--- src/rtl/gene_mutator.sv ---
// gene_mutator: consumer side of the mutation-mask handshake.
// Waits for a valid mask set, streams parent genes through XOR with their masks
// into the child population, then holds maskUsed until the generator withdraws
// maskReady.
module gene_mutator #(
    parameter int unsigned geneBit           = 80,
    parameter int unsigned mutationMaskCount = 16,
    parameter int unsigned idxBit            = 4,
    parameter int unsigned elite             = 1,
    parameter int unsigned countBit          = 12
) (
    input  logic                CLOCK_50,
    input  logic                reset,
    input  logic                start,
    input  logic                maskReady,
    output logic                maskUsed,
    output logic [idxBit-1:0]   gene_rd_addr,
    input  logic [geneBit-1:0]  gene_rd_data,
    output logic [idxBit-1:0]   mask_rd_addr,
    input  logic [geneBit-1:0]  mask_rd_data,
    output logic                child_wr_en,
    output logic [idxBit-1:0]   child_wr_addr,
    output logic [geneBit-1:0]  child_wr_data,
    output logic                busy,
    output logic                done,
    output logic [countBit-1:0] mutBitTotal
);

    typedef enum logic [2:0] {
        StIdle,
        StWaitMask,
        StRead,
        StApply,
        StRelease,
        StDone
    } state_e;

    localparam logic [idxBit-1:0] LastIdx = idxBit'(mutationMaskCount - 1);

    state_e              state_q, state_d;
    logic [idxBit-1:0]   idx_q, idx_d;
    logic [countBit-1:0] total_q, total_d;
    logic [geneBit-1:0]  applied_mask;

    function automatic logic [countBit-1:0] popcount(input logic [geneBit-1:0] v);
        logic [countBit-1:0] n;
        n = '0;
        for (int i = 0; i < geneBit; i++) begin
            n = n + countBit'(v[i]);
        end
        return n;
    endfunction

    // State, index and running bit total registers
    always_ff @(posedge CLOCK_50) begin
        if (reset) begin
            state_q <= StIdle;
            idx_q   <= '0;
            total_q <= '0;
        end else begin
            state_q <= state_d;
            idx_q   <= idx_d;
            total_q <= total_d;
        end
    end

    // Datapath: the elite gene passes through with its mask suppressed
    always_comb begin
        applied_mask = mask_rd_data;
        if ((elite != 0) && (idx_q == '0)) begin
            applied_mask = '0;
        end
        child_wr_data = gene_rd_data ^ applied_mask;
        child_wr_addr = idx_q;
        gene_rd_addr  = idx_q;
        mask_rd_addr  = idx_q;
    end

    // Status outputs decoded straight from the state register
    always_comb begin
        child_wr_en = (state_q == StApply);
        maskUsed    = (state_q == StRelease);
        busy        = (state_q != StIdle);
        done        = (state_q == StDone);
        mutBitTotal = total_q;
    end

    // Next-state logic; start is only honoured in idle
    always_comb begin
        state_d = state_q;
        idx_d   = idx_q;
        total_d = total_q;
        case (state_q)
            StIdle: begin
                idx_d = '0;
                if (start) begin
                    state_d = StWaitMask;
                    // total survives in idle until a new generation is accepted
                    total_d = '0;
                end
            end
            StWaitMask: begin
                if (maskReady) begin
                    state_d = StRead;
                end
            end
            StRead: begin
                // address presented this cycle, data arrives in apply
                state_d = StApply;
            end
            StApply: begin
                total_d = total_q + popcount(applied_mask);
                if (idx_q == LastIdx) begin
                    state_d = StRelease;
                end else begin
                    idx_d   = idx_q + 1'b1;
                    state_d = StRead;
                end
            end
            StRelease: begin
                if (!maskReady) begin
                    state_d = StDone;
                end
            end
            StDone: begin
                state_d = StIdle;
            end
            default: begin
                state_d = StIdle;
            end
        endcase
    end

endmodule

--- config.mk ---
export PLATFORM = sky130hd
export DESIGN_NAME = gene_mutator
export DESIGN_NICKNAME = d
export VERILOG_FILES = /design/src/rtl/gene_mutator.sv
export SDC_FILE = /design/constraint.sdc
export NUM_CORES = 1
export LEC_CHECK = 0
export CAP_MARGIN = 30
export CORE_AREA = 2 2 116 118
export DETAILED_ROUTE_END_ITERATION = 10
export DIE_AREA = 0 0 118 120
export PLACE_DENSITY = 0.83
export SYNTH_ARGS = -nofsm -noshare
export SYNTH_HDL_FRONTEND = slang
export SYNTH_SLANG_ARGS = --single-unit
--- constraint.sdc ---
create_clock -name CLOCK_50 -period 7.2 [get_ports CLOCK_50]
set_input_delay 1.44 -clock CLOCK_50 [delete_from_list [all_inputs] [get_ports CLOCK_50]]
set_output_delay 1.44 -clock CLOCK_50 [all_outputs]
set_load 0.01 [all_outputs]
==> run metrics, run 1 <==
DRC violation total after the first TritonRoute iteration=177; via count=5026; Initial Util=between 30% and 40%; initial antenna violation count=0; Synth Area in Compound Gates=a little under 9%; CTS tree=built; Leakage=between 4 and 5 nW; worst slew pin tran=around 0.7 ns; distinct cell type count after synthesis=49; violated checks=negative setup slack; setup tns final=-1.12 ns; DR WL/cell=16.8 um; setup ws final=-0.210 ns; via density per instance=~4.7; Post-Synth Adder-Cell Area=41.1%; xor-xnor portion of the synthesized cell area=between 15 and 20%; final instance area=8640 um2; MaxCap Viol Count=0; Post-Syn Nets=approximately 760; CTS buffer count=3; Reg2Reg Depth=26; Post-Place Worst Slack=-0.784 ns; status=finished, violations left; ys flop type=dfxtp_1; Max-Slew Margin vs Limit=a little over half; VDD IR max=roughly 70 uV; hold depth=2; multiplexer share of the synthesized area=less than 1%; Remaining DRCs=0; final worst-path cycle share=103%; Synth Cell Area=roughly 4400 um2; share of cells above drive strength 1=between 20 and 30%; Syn Inst Count=approximately 500; placed cell areas=approximately 7800 um2; Synth area leaders=fa_1, xnor2_1, dfxtp_1, ha_1, inv_1; Final Hold Fails=0; reg2reg setup slack=approximately 0.070 ns; EDFF count, synth=0; Remaining Overflow, GRT=0; clk_skew=roughly 0.0071 ns; Startpoint Class=input port; Post-Synth Simple-Gate Area=15.2%; ant diodes=0; Hold Crit Class=register to register; Placer Congestion=between 0.8 and 0.9; YS warnings=0; register bit total from synthesis=19; root buffer cell=clkbuf_16; DR pass1 iterations=5; clock sink count=19; first-pass GRT wire length=26900 um; final WL=18100 um; Critical Path RT=around 7.3 ns; Die X=around 120 um; Final min period=roughly 7.4 ns; syn avg cell area=8.98 um2; Final nets=between 1000 and 1500; asr flop ratio synth=0%; IO buf count=about 270; H-tree levels=1; Inst Count DP=between 900 and 1000; WS Path Type=input port to register; dominant cell type by area after synthesis=fa_1; fmax=between 100 and 150 MHz; CP endpoint kind=register; die span in y=roughly 120 um; Fillers=approximately 970; Area Overhead vs Synth=95.7%; Hold Buf Count CTS=0; Synth top area share=between 30% and 40%; total die area=14200 um2; Max clock buf depth=2; Post-DRT Antenna Nets=0; P per Cell Area=65.5 nW/um2; setup violators final=8; GR Util All Layers=24.0%; crit-path max FO=4; Final Max Slew Viols=0; Core Area=13000 um2; sequential share of the synthesized area=under 10%; largest net degree at the start of global routing=between 40 and 50; site row count=42; fin cells=approximately 1100; Reg clk slew, reported paths=0.05 ns; clk_lat worst skew=roughly 0.26 ns; CP arrival=7.55 ns; Detail Placement HPWL=13200 um; I/O pins=around 270; number of global-route vias before repair=roughly 5400; RSZ-0062 raised after global routing=yes; largest family of logic cells by synthesized area=adder cells
-- cell families (layout without fill, tap and decap cells) --
group           Yosys count  count (layout)
simple gates            134             134
fa+ha+maj               102             102
buf+inv                 100             510
xor+xnor                 84              84
compound gates           51              51
flops                    19              19
mux                       2               2
-- repair_timing --
action	in CTS	in global routing
pin swaps	47	39
resized for setup	103	64
buffers inserted	73	14
endpoints found under the setup margin	11	13
-- cell usage in the layout (no fill, tap or decap), types with 3 or more instances in the layout --
cell type        instances
buf_4                  152
fa_2                    11
inv_2                   19
o21a_1                   7
and3_1                   4
a21oi_1                 12
dlymetal6s2s_1           3
clkdlybuf4s15_1          4
nand3_1                  5
nand2_1                 33
and2_4                  14
and2_1                  16
clkbuf_2                11
nand2_2                 22
buf_2                    6
nor2_1                  17
nor3_1                   6
or4_1                    3
xnor2_1                 51
dlygate4sd2_1           13
inv_1                   60
clkdlybuf4s50_1        231
a31oi_1                  3
clkbuf_16                3
fa_1                    61
xor2_1                  31
buf_6                    6
ha_1                    29
dfxtp_1                 19
a21o_1                   4
-- final timing paths --
kind	to	startpoint
worst max-delay path	mutBitTotal[11]	mask_rd_data[40]
worst min-delay path	mutBitTotal[10]	mutBitTotal[10]
worst max register to register	mutBitTotal[11]	child_wr_addr[0]
worst min register to register	mutBitTotal[10]	mutBitTotal[10]
-- per-stage QoR --
stage	util [%]	hold WS [ns]	power (mW)
3_5_place_dp	60.1	0.504	0.430
6_report	66.6	0.513	0.566
3_3_place_gp	60.1	0.496	0.424
5_1_grt	66.6	0.539	0.597
2_1_floorplan	-	0.515	0.239
4_1_cts	65.4	0.516	0.558
-- registers in the layout (all words and copies together) (netlist names) --
signal         cells
mutBitTotal       12
child_wr_addr      4
state_q            3
-- area by class of cell --
cell class / instances / area (um2) / share of cell area, %
Inverter: 79 / 297 / 3.43
Sequential cell: 19 / 380 / 4.40
Timing Repair Buffer: 427 / 3820 / 44.2
Tap cell: 176 / 220 / 2.55
Clock inverter: 1 / 5.00 / 0.0579
Clock buffer: 3 / 75.1 / 0.869
Multi-Input combinational cell: 373 / 3850 / 44.5
-- report_power, final --
group,internal [mW],switching [mW]
Sequential,0.107,0.00521
Clock,0.0745,0.0420
Combinational,0.202,0.135
Total,0.383,0.183
-- routing by layer --
layer  GRT usage, %  up-vias  wire length (um)
met5              0        -                 0
met4           11.6        0               743
met3           4.28       62              1130
met2           44.4      243              9720
met1           26.5     2360              6470
li1               -     2361                 -
-- critical path: stages --
cell	delay, ns
buf_6	0.07
nand2_4	0.05
fa_1	0.60
inv_2	0.06
fa_2	0.57
inv_2	0.04
fa_1	0.50
inv_2	0.05
fa_1	0.43
inv_1	0.11
fa_2	0.44
inv_2	0.07
fa_2	0.44
fa_1	0.52
inv_2	0.04
fa_1	0.56
inv_1	0.05
ha_1	0.27
nor2b_4	0.13
o31a_4	0.38
o2111ai_1	0.30
a31oi_1	0.14
a211o_1	0.28
-- synthesized netlist by cell type (8+ instances only) --
cell,n
buf_4,8
fa_1,72
clkbuf_1,10
nor2_1,17
xnor2_1,53
ha_1,30
and2_1,30
a21oi_1,12
dfxtp_1,19
nand2_1,57
xor2_1,31
inv_1,78
No activity file was read; power rests on OpenSTA's default activity.
==> run 2: changes to the inputs <==
- SKIP_LAST_GASP: not set -> 1
==> run 2 against run 1 <==
The flow still finishes with violations (negative setup slack). Design area barely moved. Total power shrank 0.28%. Clock skew shrank 0.0015 ns. Wire length grew 0.14%. Register-to-register slack about the same. Die area did not move. Core utilization barely moved. Sequential share of layout area about the same. Clock power hardly changed. First-iteration DRC count is 4.0% higher. Maximum frequency is essentially flat. Highest routed layer unchanged.
==> run metrics, run 2 (synthesis gave the netlist of run 1 again) <==
reg2reg setup slack=~0.08 ns; CP endpoint kind=register; root buffer cell=clkbuf_16; Placer Congestion=about 0.86; MaxCap Viol Count=0; Max-Slew Margin vs Limit=53.6%; Remaining Overflow, GRT=0; setup tns final=-1.10 ns; setup ws final=-0.207 ns; fmax=135 MHz; DR pass1 iterations=4; CTS buffer count=3; DR WL/cell=about 17 um; Final Hold Fails=0; Final Max Slew Viols=0; clock sink count=19; met3 Resource Use GR=around 4.3%; met2 Use GR=between 40% and 50%; H-tree levels=1; VDD IR max=roughly 70 uV; Power Total=0.564 mW; Finished Core Util=approximately 67%; I/O pins=272; Die X=118 um; clk_lat worst skew=between 0.2 and 0.3 ns; worst slew pin tran=just under 0.7 ns; Remaining DRCs=0; Critical Path RT=around 7.3 ns; Slowest-stage cell, CP=fa_1; via density per instance=4.66; most frequent cells in the layout=clkdlybuf4s50_1, buf_4, fa_1; GR Util All Layers=a little under a quarter; Core Area=roughly 13000 um2; number of global-route vias before repair=around 5400; Leakage=4.08 nW; largest net degree at the start of global routing=49; Most Crowded Layer GR=met2; Max clock buf depth=2; crit-path max FO=4; final WL=around 18000 um; IO buf count=between 200 and 300; Hold Crit Class=register to register; violated checks=negative setup slack; site row count=42; initial antenna violation count=0; met1 GRT Util=26.5%; DRC violation total after the first TritonRoute iteration=184; die span in y=roughly 120 um; via count=~5000; clk_skew=0.00554 ns; Detail Placement HPWL=between 10000 and 15000 um; Post-DRT Antenna Nets=0; worst-path cell chain=buf_6 -> nand2_4 -> fa_1 -> inv_2 -> fa_2 -> inv_2 -> fa_1 -> inv_2 -> fa_1 -> inv_1 -> fa_2 -> inv_2 -> fa_2 -> fa_1 -> inv_2 -> fa_1 -> inv_1 -> ha_1 -> nor2b_4 -> o31a_4 -> o2111ai_1 -> a31oi_1 -> a211o_1; Area Overhead vs Synth=95.8%; Hold Buf Count CTS=0; first-pass GRT wire length=26900 um; Final nets=~1200; Reg clk slew, reported paths=0.05 ns; status=finished, violations left; commonest non-fill, non-tap cell in the layout=clkdlybuf4s50_1; final worst-path cycle share=103%; ant diodes=0; share of cells above drive strength 1=29.3%; setup violators final=7; CTS tree=built; Startpoint Class=input port; WS Path Type=input port to register; Final min period=about 7.4 ns; Post-Place Worst Slack=-0.784 ns; RSZ-0062 raised after global routing=yes; total die area=~14000 um2; CP arrival=around 7.5 ns; Initial Util=34.0%; Largest stage delay, worst path=0.60 ns; P per Cell Area=65.3 nW/um2; max reg flops=12
-- run 2: changes by cell type in the layout (fill, tap and decap cells not counted), sizes merged --
cell           change
clkdlybuf4s15      -3
clkbuf             +1
dlygate4sd2        +3
-- run 2: report_power, final --
group / switching [mW] / internal (mW) / total [mW]
clock: 0.0408 / 0.0745 / 0.115
sequential: 0.00514 / 0.107 / 0.112
combinational: 0.135 / 0.201 / 0.337
-- run 2: worst paths after layout --
kind	from	to	cells past startpoint
setup reg to reg	child_wr_addr[0]	mutBitTotal[11]	26
hold / removal	mutBitTotal[10]	mutBitTotal[10]	2
hold reg to reg	mutBitTotal[10]	mutBitTotal[10]	2
setup / recovery	mask_rd_data[40]	mutBitTotal[11]	23
-- run 2: area by class of cell --
cell class | count | area [um2]
clock buffers | 3 | 75.1
multi-input cells | 373 | 3850
flip-flops and latches | 19 | 380
inverters | 79 | 297
well taps | 176 | 220
repair buffers | 428 | 3820
fillers | 968 | 4330
clock inverters | 1 | 5.00
-- run 2: repair_timing --
action,CTS,global route
pin swaps,47,38
resized for setup,100,62
buffers inserted,73,15
setup endpoints to repair,11,13
-- run 2: per-layer routing --
metal | part of all wire (%) | routed length [um]
met5 | 0 | 0
met4 | 3.9 | 714
met3 | 5.7 | 1030
met2 | 54 | 9770
met1 | 36 | 6570
-- run 2: stage by stage --
step	hold slack (ns)	instances	area (um2)
global placement	0.496	988	7790
global route	0.539	1079	8650
floorplan	0.515	492	4430
detailed placement	0.504	988	7790
CTS	0.516	1065	8490
finish	0.513	1079	8650
-- run 2: critical path: cells and delay by family --
kind,cells,cell delay (ns)
AND/OR/NAND/NOR,2,0.18
buffers and inverters,8,0.49
adder cells (fa/ha/maj),9,4.33
AO/OA/AOI/OAI,4,1.10
